===== config.mk =====
export PLATFORM = sky130hd
export DESIGN_NAME = io_bcd_display
export DESIGN_NICKNAME = d
export VERILOG_FILES = /design/src/rtl/io_bcd_display.sv
export SDC_FILE = /design/constraint.sdc
export NUM_CORES = 1
export LEC_CHECK = 0
export CELL_PAD_IN_SITES_DETAIL_PLACEMENT = 0
export CELL_PAD_IN_SITES_GLOBAL_PLACEMENT = 1
export CORE_ASPECT_RATIO = 0.5
export CORE_UTILIZATION = 45
export DETAILED_ROUTE_END_ITERATION = 8
export GPL_TIMING_DRIVEN = 1
export PLACE_DENSITY_LB_ADDON = 0.1
export SLEW_MARGIN = 20
export SYNTH_ARGS = -nofsm -noshare
export SYNTH_HDL_FRONTEND = slang
export SYNTH_SLANG_ARGS = --single-unit
export TNS_END_PERCENT = 50

===== constraint.sdc =====
create_clock -name CLK -period 5.66 [get_ports CLK]
set_input_delay 1.132 -clock CLK [delete_from_list [all_inputs] [get_ports CLK]]
set_output_delay 1.132 -clock CLK [all_outputs]
set_load 0.005 [all_outputs]

===== src/rtl/io_bcd_display.sv =====
// io_bcd_display: decimal 7-segment output stage for the processor OUT path.
// A 32-bit word strobed on out_valid is converted to BCD by a sequential
// double-dabble engine (32 shift cycles) and written to HEX7..HEX0.
// A one-deep pending slot buffers a value that arrives while busy.
// SIGNED_MODE=1 treats the word as two's complement with HEX7 as the sign digit.
// Optional feature macro: IO_BCD_LZ_BLANK_EN (leading-zero blanking).
module io_bcd_display #(
    parameter int unsigned SIGNED_MODE = 1
) (
    input  logic        CLK,
    input  logic        reset,
    input  logic        out_valid,
    input  logic [31:0] out_data,
    output logic        busy,
    output logic        disp_done,
    output logic        overrun,
    output logic [6:0]  HEX0,
    output logic [6:0]  HEX1,
    output logic [6:0]  HEX2,
    output logic [6:0]  HEX3,
    output logic [6:0]  HEX4,
    output logic [6:0]  HEX5,
    output logic [6:0]  HEX6,
    output logic [6:0]  HEX7
);

    localparam logic [6:0] SegBlank = 7'b1111111;
    localparam logic [6:0] SegMinus = 7'b0111111;
    localparam logic [6:0] SegE     = 7'b0000110;

    // Number of decimal digits that fit on the display (HEX7 is the sign when signed)
    localparam int NumDigits = (SIGNED_MODE != 0) ? 7 : 8;

`ifdef IO_BCD_LZ_BLANK_EN
    localparam bit LzEn = 1'b1;
`else
    localparam bit LzEn = 1'b0;
`endif

    typedef enum logic [1:0] {StIdle, StLoad, StShift, StUpdate} state_e;

    state_e       state_q, state_d;
    logic [31:0]  data_q, data_d;
    logic [31:0]  pend_q, pend_d;
    logic         pend_valid_q, pend_valid_d;
    logic         overrun_q, overrun_d;
    logic         neg_q, neg_d;
    logic [31:0]  mag_q, mag_d;
    logic [39:0]  bcd_q, bcd_d;
    logic [4:0]   cnt_q, cnt_d;
    logic         done_q, done_d;
    logic         hex_we;
    logic [39:0]  bcd_adj;
    logic [6:0]   hex_q [8];
    logic [6:0]   hex_n [8];
    logic         ovf;
    int           msd;

    function automatic logic [6:0] glyph(input logic [3:0] d);
        logic [6:0] s;
        case (d)
            4'd0:    s = 7'b1000000;
            4'd1:    s = 7'b1111001;
            4'd2:    s = 7'b0100100;
            4'd3:    s = 7'b0110000;
            4'd4:    s = 7'b0011001;
            4'd5:    s = 7'b0010010;
            4'd6:    s = 7'b0000010;
            4'd7:    s = 7'b1111000;
            4'd8:    s = 7'b0000000;
            4'd9:    s = 7'b0010000;
            default: s = SegBlank;
        endcase
        return s;
    endfunction

    // Double-dabble correction: add 3 to every BCD nibble that is 5 or more
    always_comb begin
        bcd_adj = bcd_q;
        for (int i = 0; i < 10; i++) begin
            if (bcd_q[4*i +: 4] >= 4'd5) begin
                bcd_adj[4*i +: 4] = bcd_q[4*i +: 4] + 4'd3;
            end
        end
    end

    // Next-state logic: FSM, pending slot and conversion datapath
    always_comb begin
        state_d      = state_q;
        data_d       = data_q;
        pend_d       = pend_q;
        pend_valid_d = pend_valid_q;
        overrun_d    = overrun_q;
        neg_d        = neg_q;
        mag_d        = mag_q;
        bcd_d        = bcd_q;
        cnt_d        = cnt_q;
        done_d       = 1'b0;
        hex_we       = 1'b0;

        // Any strobe while not idle lands in the pending slot; latest value wins
        if (state_q != StIdle && out_valid) begin
            pend_d       = out_data;
            pend_valid_d = 1'b1;
            if (pend_valid_q) begin
                overrun_d = 1'b1;
            end
        end

        unique case (state_q)
            StIdle: begin
                if (out_valid) begin
                    data_d       = out_data;
                    pend_valid_d = 1'b0;
                    state_d      = StLoad;
                end else if (pend_valid_q) begin
                    data_d       = pend_q;
                    pend_valid_d = 1'b0;
                    state_d      = StLoad;
                end
            end
            StLoad: begin
                if (SIGNED_MODE != 0 && data_q[31]) begin
                    neg_d = 1'b1;
                    mag_d = ~data_q + 32'd1;
                end else begin
                    neg_d = 1'b0;
                    mag_d = data_q;
                end
                bcd_d   = '0;
                cnt_d   = '0;
                state_d = StShift;
            end
            StShift: begin
                {bcd_d, mag_d} = {bcd_adj, mag_q} << 1;
                cnt_d          = cnt_q + 5'd1;
                if (cnt_q == 5'd31) begin
                    state_d = StUpdate;
                end
            end
            StUpdate: begin
                hex_we  = 1'b1;
                done_d  = 1'b1;
                state_d = StIdle;
            end
            default: state_d = StIdle;
        endcase
    end

    // Display formatting from the finished BCD value
    always_comb begin
        ovf = (SIGNED_MODE != 0) ? (bcd_q[39:28] != 12'd0) : (bcd_q[39:32] != 8'd0);
        msd = 0;
        for (int i = 0; i < NumDigits; i++) begin
            if (bcd_q[4*i +: 4] != 4'd0) begin
                msd = i;
            end
        end
        for (int i = 0; i < 8; i++) begin
            hex_n[i] = SegBlank;
            if (!ovf && i < NumDigits && (!LzEn || i <= msd)) begin
                hex_n[i] = glyph(bcd_q[4*i +: 4]);
            end
        end
        if (ovf) begin
            hex_n[0] = SegE;
        end
        if (SIGNED_MODE != 0 && neg_q) begin
            if (LzEn && !ovf) begin
                // Sign floats to just left of the most significant digit
                for (int i = 1; i < 8; i++) begin
                    if (i == msd + 1) begin
                        hex_n[i] = SegMinus;
                    end
                end
            end else begin
                hex_n[7] = SegMinus;
            end
        end
    end

    // State registers with asynchronous active-low reset
    always_ff @(posedge CLK or negedge reset) begin
        if (!reset) begin
            state_q      <= StIdle;
            data_q       <= '0;
            pend_q       <= '0;
            pend_valid_q <= 1'b0;
            overrun_q    <= 1'b0;
            neg_q        <= 1'b0;
            mag_q        <= '0;
            bcd_q        <= '0;
            cnt_q        <= '0;
            done_q       <= 1'b0;
            for (int i = 0; i < 8; i++) begin
                hex_q[i] <= SegBlank;
            end
        end else begin
            state_q      <= state_d;
            data_q       <= data_d;
            pend_q       <= pend_d;
            pend_valid_q <= pend_valid_d;
            overrun_q    <= overrun_d;
            neg_q        <= neg_d;
            mag_q        <= mag_d;
            bcd_q        <= bcd_d;
            cnt_q        <= cnt_d;
            done_q       <= done_d;
            if (hex_we) begin
                for (int i = 0; i < 8; i++) begin
                    hex_q[i] <= hex_n[i];
                end
            end
        end
    end

    assign busy      = (state_q != StIdle);
    assign disp_done = done_q;
    assign overrun   = overrun_q;
    assign HEX0      = hex_q[0];
    assign HEX1      = hex_q[1];
    assign HEX2      = hex_q[2];
    assign HEX3      = hex_q[3];
    assign HEX4      = hex_q[4];
    assign HEX5      = hex_q[5];
    assign HEX6      = hex_q[6];
    assign HEX7      = hex_q[7];

endmodule

==> impl_metrics.ini <==
[status]
status = finished, final reports clean

[global_routing]
grt_pass1_vias = 7697
antenna_found_initial = 0
grtUsageTotal = 0.1945
grt_pass1_wl_um = 38170
overflow = 0
grt_start_max_net_pins = 110

[setup_path]
crit_buf_inv = 1
crit_cells = 7
reg2reg_depth = 7
cp_data_arrival_time_ns = 3.28
cp_slowest_stage_delay_ns = 0.90
start_kind = flop
worstSetupPathType = flop to flop
crit_path_frequent_cell = o21ai_0
cp_slowest_cell = ha_2
cp.required_ns = 6.03
crit_family = adder cells
cp_max_fo = 52
r2r-end = HEX0[3]$_DFFE_PN1P_
r2r-start = state_q[0]$_DFFE_PN0P_
worst_setup_path_end_kind = flop
r2r_slack_ns = 2.74
crit_chain = ha_2 -> nand4b_1 -> nor4_4 -> buf_4 -> a21boi_0 -> o21ai_0 -> o21ai_0

[timing]
final-setup-viol-count = 0
worst_slew_pin_slew_ns = 1.044
final_max_slew_viol_count = 0
timing.final.crit_share = 0.5156
tns_ns = 0
fmax_mhz = 342.7
grt_setup_unrepaired = no
hold_viol = 0
final.min_clock_period_ns = 2.918
fin_skew_ns = 0.007189
slew_headroom = 0.3041

[synthesis]
ys_seq_elements = 197
synth_mux_area_frac = 0.07603
synth-seq-area-share = 0.4696
synth-edff-count = 0
ys_warn_count = 0
synthAdderAreaFrac = 0.06826
synth_compound_area_frac = 0.1821
synth_top_family_by_area = compound AO/OA/AOI/OAI gates
synth-xor-area-share = 0.03131
synth_simple_gate_area_share = 0.1207
syn_area_mm2 = 0.01063
syn_inst = 1114
synthFlopType = dfrtp_1
syn_avg_cell_area_um2 = 9.543
async_reset_ff_frac = 1.000
ys_types = 60

[cells_and_area]
drive_gt1_frac = 0.1296
post-route-util = 0.5361
insertedDiodeCount = 0
layout.nets = 1253
nFillCells = 2133
area_growth_pct = 15.90

[routing]
routed_via_density = 5.368
antenna_left = 0
dr_total_vias = 7945
drt_iter0_markers = 379
wire_per_inst_um = 14.80
drt_first_pass_iters = 5
drc = 0
finalWirelength_um = 21910

[clocking]
htree_levels = 4
cts_hold_buf = 0
cts_made_buffers = 17
postCtsSetupBuffers = 0
cts_buffer_depth = 2
tritoncts = built
clock_tree.root_cell = clkbuf_16
clock_sinks = 197
clk_pin_slew_ns = 0.07
clk_latency_ns = 0.45
cts_repair_resize_count = 0

[min_path]
holdPathEnd = overrun$_DFFE_PN0P_
hold_class = flop to flop
hold_depth = 1
hold_path_startpoint = overrun$_DFFE_PN0P_

[pwr]
p_leak_nw = 5.277
ir_drop_mv = 0.1420
p_total_mw = 3.868
powerDensity_mw_per_mm2 = 313.9

[placement]
gp_congestion = 0.7964
dpl.hpwl_um = 14620
numPortBuffers = 87

[die]
die_h_um = 110.7
start_util = 0.4626
die_x_um = 219.4
core_area_mm2 = 0.02298
fp.dieArea_mm2 = 0.02428
placementRows = 39
num_io_pins = 94

[flow_run]
cap_violations = 0
[layout by cell type, fill, tap and decap left out, types with 5 or more instances in the layout]
cell type        synthesis  routed
dfrtp_1                147     147
o21ai_0                133     133
nand2_1                105     104
nor2_1                  93      93
a21oi_1                 92      92
clkdlybuf4s50_1          0      85
inv_1                   60      60
ha_1                    58      55
dfstp_2                 50      50
mux2i_1                 38      38
mux2_2                  38      38
o22ai_1                 35      35
xnor2_1                 20      20
xor2_1                  18      18
nand3_1                 17      17
a31oi_1                 17      17
clkbuf_16                0      17
nand2b_1                11      11
o31ai_1                  9       9
nor3_1                   8       8
nor2b_1                  8       7
a32o_1                   7       7
buf_4                    8       7
conb_1                   1       6
nand3b_1                 5       5
[Yosys cell counts (3+ instances only)]
library cell	number	share of area
a211oi_1	4	0.0028
a21oi_1	92	0.043
a31oi_1	17	0.010
a32o_1	7	0.0066
and3_1	3	0.0018
buf_1	8	0.0028
buf_2	7	0.0033
buf_4	8	0.0056
clkbuf_1	51	0.018
dfrtp_1	147	0.35
dfstp_2	50	0.12
ha_1	58	0.068
inv_1	60	0.021
mux2_2	38	0.040
mux2i_1	38	0.036
nand2_1	105	0.037
nand2b_1	11	0.0065
nand3_1	17	0.0080
nand3b_1	5	0.0035
nand4_1	3	0.0018
nor2_1	93	0.033
nor2b_1	8	0.0047
nor3_1	8	0.0038
nor3b_1	4	0.0028
nor4_2	3	0.0035
o211ai_1	3	0.0021
o21ai_0	133	0.063
o21ai_1	3	0.0014
o21bai_1	4	0.0028
o22a_1	4	0.0033
o22ai_1	35	0.021
o311ai_0	4	0.0033
o31ai_1	9	0.0064
o32ai_1	3	0.0025
xnor2_1	20	0.016
xor2_1	18	0.015
[cell type report]
cell class | instances | area, um2 | share of cell area
multi-input cells | 786 | 5142 | 0.4173
flip-flops and latches | 197 | 4992 | 0.4052
repair buffers | 96 | 953.4 | 0.07738
clock buffers | 18 | 439.2 | 0.03564
well taps | 307 | 384.1 | 0.03117
inverters | 62 | 232.7 | 0.01889
clock inverters | 14 | 177.7 | 0.01442
[power breakdown]
part,internal [mW],switching (mW)
Sequential,1.54,0.185
Clock,0.711,0.555
Combinational,0.396,0.482
Total,2.65,1.22
[sequential cells by signal, indices dropped and copies added (netlist names), 32 cells and up]
signal,flops
bcd_q,40
data_q,32
mag_q,32
pend_q,32
[how the worst max path moves through the flow]
stage	startpoint	to	slack, ns
6_report	state_q[0]$_DFFE_PN0P_	HEX0[3]$_DFFE_PN1P_	2.74
5_1_grt	state_q[0]$_DFFE_PN0P_	HEX0[3]$_DFFE_PN1P_	2.35
4_1_cts	state_q[0]$_DFFE_PN0P_	HEX0[3]$_DFFE_PN1P_	2.14
3_5_place_dp	state_q[0]$_DFFE_PN0P_	HEX0[3]$_DFFE_PN1P_	2.16
3_3_place_gp	state_q[0]$_DFFE_PN0P_	HEX0[0]$_DFFE_PN1P_	2.25
2_1_floorplan	out_valid	pend_q[10]$_DFFE_PN0P_	3.24
[metrics by stage]
stage / instance area, um2 / setup slack [ns] / instances / hold slack, ns
2_1_floorplan: 10650 / 3.242 / 1119 / 0.3875
3_3_place_gp: 11690 / 2.251 / 1447 / 0.4459
3_5_place_dp: 11690 / 2.162 / 1447 / 0.4456
4_1_cts: 12310 / 2.135 / 1479 / 0.4671
5_1_grt: 12320 / 2.351 / 1480 / 0.4913
6_report: 12320 / 2.742 / 1480 / 0.4612
[layer usage]
metal  share of wire  GRT usage  vias to the layer above
li1                -          -                     3975
met1            0.51     0.2758                     3835
met2            0.45     0.2997                      117
met3           0.030    0.03567                       18
met4           0.011    0.06481                        0
met5               0          0                        -
[worst reg2reg max path, stage by stage (launching register included)]
cell	delay, ns
dfrtp_1	0.40
ha_2	0.90
nand4b_1	0.27
nor4_4	0.50
buf_4	0.34
a21boi_0	0.24
o21ai_0	0.12
o21ai_0	0.08
[logic make-up (layout without fill, tap and decap cells)]
family	after synthesis	count (layout)
AO/OA/AOI/OAI	334	334
XOR/XNOR	38	38
AND/OR/NAND/NOR	274	274
buffers and inverters	136	190
adder cells (fa/ha/maj)	58	58
other	1	6
multiplexers	76	76
flip-flops	197	197
Power figures use the tool's default switching activity.
